[src/rtl/otp_keystream_gen.sv]
// otp_keystream_gen
// ------------------------------------------------------------------------
// Keystream source for the one-time-pad encryptor. A 32-bit seed arrives
// one byte per seed_we strobe, least significant byte first. A valid seed
// starts a stream of pad bytes from a 32-bit Galois LFSR. The LFSR advances
// eight steps for every byte the downstream XOR stage accepts. After PAD_LEN
// accepted bytes the block locks out until it is reseeded, so a pad is never
// reused silently.
//
// Ports
//   clk        : system clock, rising edge
//   rst        : synchronous reset, active-high
//   seed_we    : seed byte write strobe (one byte per cycle)
//   seed_byte  : seed byte, little-endian (first write -> seed[7:0])
//   ks_ready   : downstream ready for a keystream byte
//   ks_valid   : ks_byte is valid
//   ks_byte    : current keystream byte (low byte of the LFSR)
//   keyed      : high while a stream is running
//   exhausted  : PAD_LEN bytes consumed; a reseed is required
//   seed_err   : last completed seed was all-zero (sticky until next seed_we)
//   bytes_used : bytes consumed since the last valid seed
module otp_keystream_gen #(
    parameter int          PAD_LEN   = 256,
    parameter int          CNT_W     = 16,
    parameter logic [31:0] LFSR_MASK = 32'h80200003
) (
    input  logic             clk,
    input  logic             rst,
    input  logic             seed_we,
    input  logic [7:0]       seed_byte,
    input  logic             ks_ready,
    output logic             ks_valid,
    output logic [7:0]       ks_byte,
    output logic             keyed,
    output logic             exhausted,
    output logic             seed_err,
    output logic [CNT_W-1:0] bytes_used
);

    typedef enum logic [1:0] {
        S_IDLE,
        S_LOAD,
        S_RUN,
        S_EXHAUSTED
    } state_t;

    state_t             state_q, state_d;
    logic [31:0]        lfsr_q, lfsr_d;
    logic [31:0]        seed_q, seed_d;
    logic [1:0]         idx_q, idx_d;
    logic [CNT_W-1:0]   cnt_q, cnt_d;
    logic               seed_err_q, seed_err_d;

    logic [31:0]        seed_wr;
    logic [CNT_W-1:0]   cnt_inc;

    // Eight Galois steps unrolled so that one full byte is produced per
    // accepted handshake. This keeps throughput at one byte per cycle.
    function automatic logic [31:0] lfsr_adv8(input logic [31:0] s_in);
        logic [31:0] s;
        s = s_in;
        for (int i = 0; i < 8; i++) begin
            if (s[0]) begin
                s = (s >> 1) ^ LFSR_MASK;
            end else begin
                s = s >> 1;
            end
        end
        return s;
    endfunction

    always_ff @(posedge clk) begin
        if (rst) begin
            state_q    <= S_IDLE;
            lfsr_q     <= '0;
            seed_q     <= '0;
            idx_q      <= '0;
            cnt_q      <= '0;
            seed_err_q <= 1'b0;
        end else begin
            state_q    <= state_d;
            lfsr_q     <= lfsr_d;
            seed_q     <= seed_d;
            idx_q      <= idx_d;
            cnt_q      <= cnt_d;
            seed_err_q <= seed_err_d;
        end
    end

    always_comb begin
        state_d    = state_q;
        lfsr_d     = lfsr_q;
        seed_d     = seed_q;
        idx_d      = idx_q;
        cnt_d      = cnt_q;
        seed_err_d = seed_err_q;

        // The seed as it looks with the incoming byte merged in. On the
        // fourth write this is the complete seed, checked in the same cycle.
        seed_wr = seed_q;
        seed_wr[{idx_q, 3'b000} +: 8] = seed_byte;
        cnt_inc = cnt_q + CNT_W'(1);

        // A seed write takes priority over a handshake in any state. This
        // aborts a running stream without counting the concurrent transfer.
        if (seed_we) begin
            seed_d     = seed_wr;
            seed_err_d = 1'b0;
            if (idx_q == 2'd3) begin
                idx_d = 2'd0;
                if (seed_wr == 32'd0) begin
                    // A zero seed would lock the LFSR at zero, so reject it.
                    seed_err_d = 1'b1;
                    state_d    = S_IDLE;
                end else begin
                    lfsr_d  = seed_wr;
                    cnt_d   = '0;
                    state_d = S_RUN;
                end
            end else begin
                idx_d   = idx_q + 2'd1;
                state_d = S_LOAD;
            end
        end else if (state_q == S_RUN && ks_ready) begin
            lfsr_d = lfsr_adv8(lfsr_q);
            cnt_d  = cnt_inc;
            if (cnt_inc == CNT_W'(PAD_LEN)) begin
                state_d = S_EXHAUSTED;
            end
        end
    end

    assign ks_valid   = (state_q == S_RUN);
    assign keyed      = (state_q == S_RUN);
    assign exhausted  = (state_q == S_EXHAUSTED);
    assign seed_err   = seed_err_q;
    assign ks_byte    = lfsr_q[7:0];
    assign bytes_used = cnt_q;

endmodule

[config.mk]
export PLATFORM = sky130hd
export DESIGN_NAME = otp_keystream_gen
export DESIGN_NICKNAME = d
export VERILOG_FILES = /design/src/rtl/otp_keystream_gen.sv
export SDC_FILE = /design/constraint.sdc
export NUM_CORES = 1
export LEC_CHECK = 0
export ABC_CLOCK_PERIOD_IN_PS = 9130
export CORE_ASPECT_RATIO = 1.4
export CORE_UTILIZATION = 64
export CTS_CLUSTER_DIAMETER = 50
export CTS_CLUSTER_SIZE = 14
export DETAILED_ROUTE_END_ITERATION = 10
export PLACE_DENSITY = 0.86
export SETUP_SLACK_MARGIN = 0.1
export SKIP_CTS_REPAIR_TIMING = 1
export SLEW_MARGIN = 10
export SYNTH_ARGS = -nofsm -noshare
export SYNTH_HDL_FRONTEND = slang
export SYNTH_SLANG_ARGS = --single-unit
[constraint.sdc]
create_clock -name clk -period 9.13 [get_ports clk]
set_clock_uncertainty 0.2 [all_clocks]
set_input_delay 2.739 -clock clk [delete_from_list [all_inputs] [get_ports clk]]
set_output_delay 2.739 -clock clk [all_outputs]
set_load 0.005 [all_outputs]
; ---- Word-level counts from Yosys, hierarchy flattened
; Cells that the tools add are included.
[totals]
regBits = 85
inputBits = 12
output_inout_bits = 28
wordCells = 70
[classes]
addsub = 3
eq_ne = 6
shifts = 2
mux = 39
bitwise = 8
reduce_logical = 6
[ops]
columns = operator, n
row1 = 32-bit 2-to-1 mux, 26
row2 = 16-bit 2-to-1 mux, 4
row3 = 32-bit bitwise mux, 1
row4 = 32-bit zero test, 1
row5 = 3-bit inverter with 4-bit output, 8
row6 = 8-bit by 7-bit variable shift with 32-bit output (first input constant), 1
row7 = 8-bit by 7-bit indexed part select with 32-bit output, 1
row8 = 16-bit by 1-bit adder with 16-bit output (second input constant), 1
row9 = 16-bit by 9-bit == test with 1-bit output (second input constant), 1
row10 = 2-bit 2-to-1 mux, 6
row11 = 5-bit negator with 7-bit output, 1
row12 = 2-bit == test (second input constant), 3
row13 = 2-bit nonzero test, 2
row14 = 3-bit AND reduction, 1
row15 = 2-bit by 1-bit adder with 2-bit output (second input constant), 1
row16 = 1-bit 2-to-1 mux, 2
row17 = 2-bit by 1-bit != test with 1-bit output (second input constant), 1
row18 = 2-bit != test (second input constant), 1
row19 = 2-bit AND reduction, 1
row20 = 1-bit logical AND, 1

; ---- Logic depth before layout (Yosys ltp)
[depth]
ltp_word = 32
depth_mapped = 13
depth_no_buf = 8

; ---- Worst setup path before layout
; OpenSTA, ideal clock, no wires.
[synth_path]
kind = input-to-reg
start = input seed_byte[5]
end = register lfsr_q[19]
setup_time_ns = 0.123
arrival_ns = 4.309
t_required_ns = 8.807
slack_ns = 4.497
path_stages = 7
n_path_buf = 2
path_cell_list = clkbuf_1 > a31oi_1 > nand4_2 > nor4_4 > a22o_1 > buf_6 > mux2_1
[synth_between]
elab_chain_len = 5
elab_cells_between_ends = 8
cone_classes = eq/ne (1) / shift (1) / mux (4) / reduce/logical (2)
[synth_rtl]
columns = item, line
row1 = from (decl), 30  ; input logic [7:0] seed_byte,
row2 = 8-bit by 7-bit indexed part select with 32-bit output (*), 101  ; seed_wr[{idx_q, 3'b000} +: 8] = seed_byte;
row3 = 32-bit bitwise mux (*), 101
row4 = 32-bit zero test / 32-bit 2-to-1 mux (equally long branches), 111  ; if (seed_wr == 32'd0) begin
row5 = 2-bit != test (no source line) / 32-bit 2-to-1 mux (equally long branches), --
row6 = 3-bit AND reduction (no source line) / 32-bit 2-to-1 mux (equally long branches), --
row7 = to (signal assigned), 82  ; lfsr_q <= lfsr_d;
row8 = to (decl), 48  ; logic [31:0] lfsr_q, lfsr_d;
; Mark *: on every way between the ends. The rest lies on a longest branch, timed or not. The select of a mux whose other input is x is not followed.
; A chain may end at the register's enable or synchronous reset.

; ---- Final worst setup path
[layout_path]
start = input seed_we
end = register lfsr_q[22]
[layout_between]
elab_chain_len = 2
elab_cells_between_ends = 5
cone_classes = eq/ne (2) / mux (1) / reduce/logical (2)
[layout_rtl]
columns = item, line
row1 = from (decl), 29  ; input logic seed_we,
row2 = "2-bit != test (no source line), or another cell as far along", --
row3 = 3-bit AND reduction (no source line), --
; Parallel ways exist; a longest one is shown, timed or not.

==> flow_summary.yaml <==
status:
  status: "complete, no violations"
pwr:
  switchingPower_uw: 210
  max-vdd-ir-drop_mv: 0.0989
  cellPowerDensity_mw_per_mm2: 137
  sequentialPowerShare: 0.503
  power_frac_clock: 0.350
  p_comb_frac: 0.147
  p_total_uw: 758
  switching_share: 0.277
  p_leak_uw: 0.00210
  p_int_uw: 548
synth:
  synth_top_area_frac: 0.332
  syn-num-nets: 619
  yosysSeqAreaShare: 0.332
  synth.distinct_cells: 80
  synth_flop_cell: "dfxtp_1"
  synth_commonest_cells: "85 x dfxtp_1, 65 x nor2_1, 53 x nand2_1"
  synthCells: 599
  ys_warn_count: 0
  synth.avg_cell_area_um2: 8.56
  synth-edff-count: 0
  synth.area.top_cells: "dfxtp_1 33%, mux2i_1 6.1%, nor2_1 4.8%"
  ys_async_sr_fraction: 0
  netlist_area_mm2: 0.00513
  yosys.area.top_type: "dfxtp_1"
  ys_ff_latch: 85
  yosysMostFrequentCell: "dfxtp_1"
floorplanning:
  die_height_um: 108
  core_mm2: 0.00775
  dieArea_mm2: 0.00838
  start_util: 0.662
  row_count: 38
  die_w_um: 77.7
  boundaryPins: 40
worst_setup_path:
  crit_fanout: 80
  reg2reg_from: "idx_q[0]"
  crit_path_end_kind: "register"
  crit_start: "seed_we"
  critPathKind: "input port to register"
  worst-endpoint-arrival_ns: 5.58
  required_ns: 9.18
  worstSetupStartpointType: "input port"
sta:
  setup_tns_ns: 0
  tightest_slew_ns: 0.940
  setup_viol: 0
  slew_violations: 0
  layout_min_cycle_time_ns: 5.53
  hold_viol_final: 0
  hold_slack_ns: 0.265
  rsz0062_at_grt: "no"
  max_freq_ghz: 0.181
  period_share: 0.606
  max-slew-margin-rel: 0.373
placed_design:
  gp_congestion: 0.927
  numPortBuffers: 39
  hpwl_um: 9010
grt:
  track_usage: 0.322
  antenna_found_initial: 0
  grt_pass1_wl_um: 21100
  grt_max_degree: 81
  grt_pass1_vias: 4186
  overflow: 0
job:
  drv_cap: 0
final_layout:
  multi_input_area_mm2: 0.00303
  n_antenna_cell: 0
  fillers: 608
  regArea_mm2: 0.00170
  drive_gt1_frac: 0.0805
  syn_to_final_growth_pct: 7.56
  nNetsFinal: 611
detailed_routing:
  drt_iter0_drc: 421
  routedWlPerCell_um: 18.9
  wl_um: 13200
  dr.pass1.iters: 5
  viasPerCell: 6.73
  drc: 0
  vias: 4684
  drt.antenna.violating_nets: 0
clocking:
  cts_buffer_depth: 2
  numCtsBuffers: 9
  tritoncts: "built"
  clk_pin_slew_ns: 0.09
  cts_root_buffer: "clkbuf_8"
  htree_levels: 3
  insertion_delay_ns: 0.36
  clock_sinks: 85
worst_hold_path:
  hold_class: "register to register"
  hold_start: "seed_err"
## metrics by stage
| step | cell area [um^2] | util | instances | worst slack, ns |
|---|---|---|---|---|
| finish | 5520 | 0.712 | 696 | 3.60 |
| global route | 5520 | 0.712 | 696 | 3.48 |
| CTS | 5520 | 0.712 | 696 | 3.68 |
| detailed placement | 5320 | 0.687 | 680 | 3.29 |
| global placement | 5320 | 0.687 | 680 | 3.41 |
| floorplan | 5130 | - | 599 | 4.50 |
## critical path: stages
cell,delay (ns)
buf_2,0.07
buf_4,0.62
inv_1,0.14
nand2_1,0.33
o21ai_1,0.18
nor4_4,0.22
a22o_2,0.83
mux2_1,0.40
## cell usage in the layout (no fill, tap or decap), types with 14 or more instances in the layout
master and n:
dfxtp_1 85, a21oi_1 27, a32oi_1 14, nor2_1 65
nand2_1 53, mux2i_1 31, xnor2_1 15, inv_1 15
a221oi_1 14, clkdlybuf4s50_1 37
## routing by layer
| metal | vias up | wire [um] | track usage |
|---|---|---|---|
| met1 | 2222 | 5340 | 0.387 |
| li1 | 2177 | - | - |
| met2 | 229 | 6340 | 0.533 |
| met5 | - | 0 | 0 |
| met4 | 0 | 690 | 0.199 |
| met3 | 56 | 798 | 0.0559 |
## power by group through the flow
stage	sequential (uW)	clock (uW)	combinational (uW)
global route	383	286	119
floorplan	388	0	86.0
finish	382	265	111
CTS	382	269	109
global placement	390	0	106
detailed placement	390	0	108
## kinds of logic (layout without fill, tap and decap cells)
logic type               Yosys count  count (layout)  share of synthesized area
AND/OR/NAND/NOR                  217             217                      0.225
AO/OA/AOI/OAI                    147             147                      0.219
flip-flops                        85              85                      0.332
buffers and inverters             78              75                     0.0783
multiplexers                      37              37                     0.0737
XOR/XNOR                          27              27                     0.0532
adder cells (fa/ha/maj)            8               8                     0.0195
## final cells by class
type | count | area share
Clock buffer | 12 | 0.0263
Clock inverter | 4 | 0.00862
Inverter | 16 | 0.0109
Multi-Input combinational cell | 436 | 0.549
Sequential cell | 85 | 0.308
Tap cell | 100 | 0.0227
Timing Repair Buffer | 43 | 0.0744
## registers in the layout (all words and copies together), names as in the netlist
name        flops
bytes_used     16
seed_q         32
seed_err        1
state_q         2
lfsr_q         32
idx_q           2
## final timing paths
path | endpoint | cells after the start | slack, ns
worst max-delay path | lfsr_q[22] | 8 | 3.60
worst min-delay path | seed_err | 2 | 0.26
worst max register to register | lfsr_q[22] | 8 | 5.01
worst min register to register | seed_err | 2 | 0.26
Power figures use the tool's default switching activity.
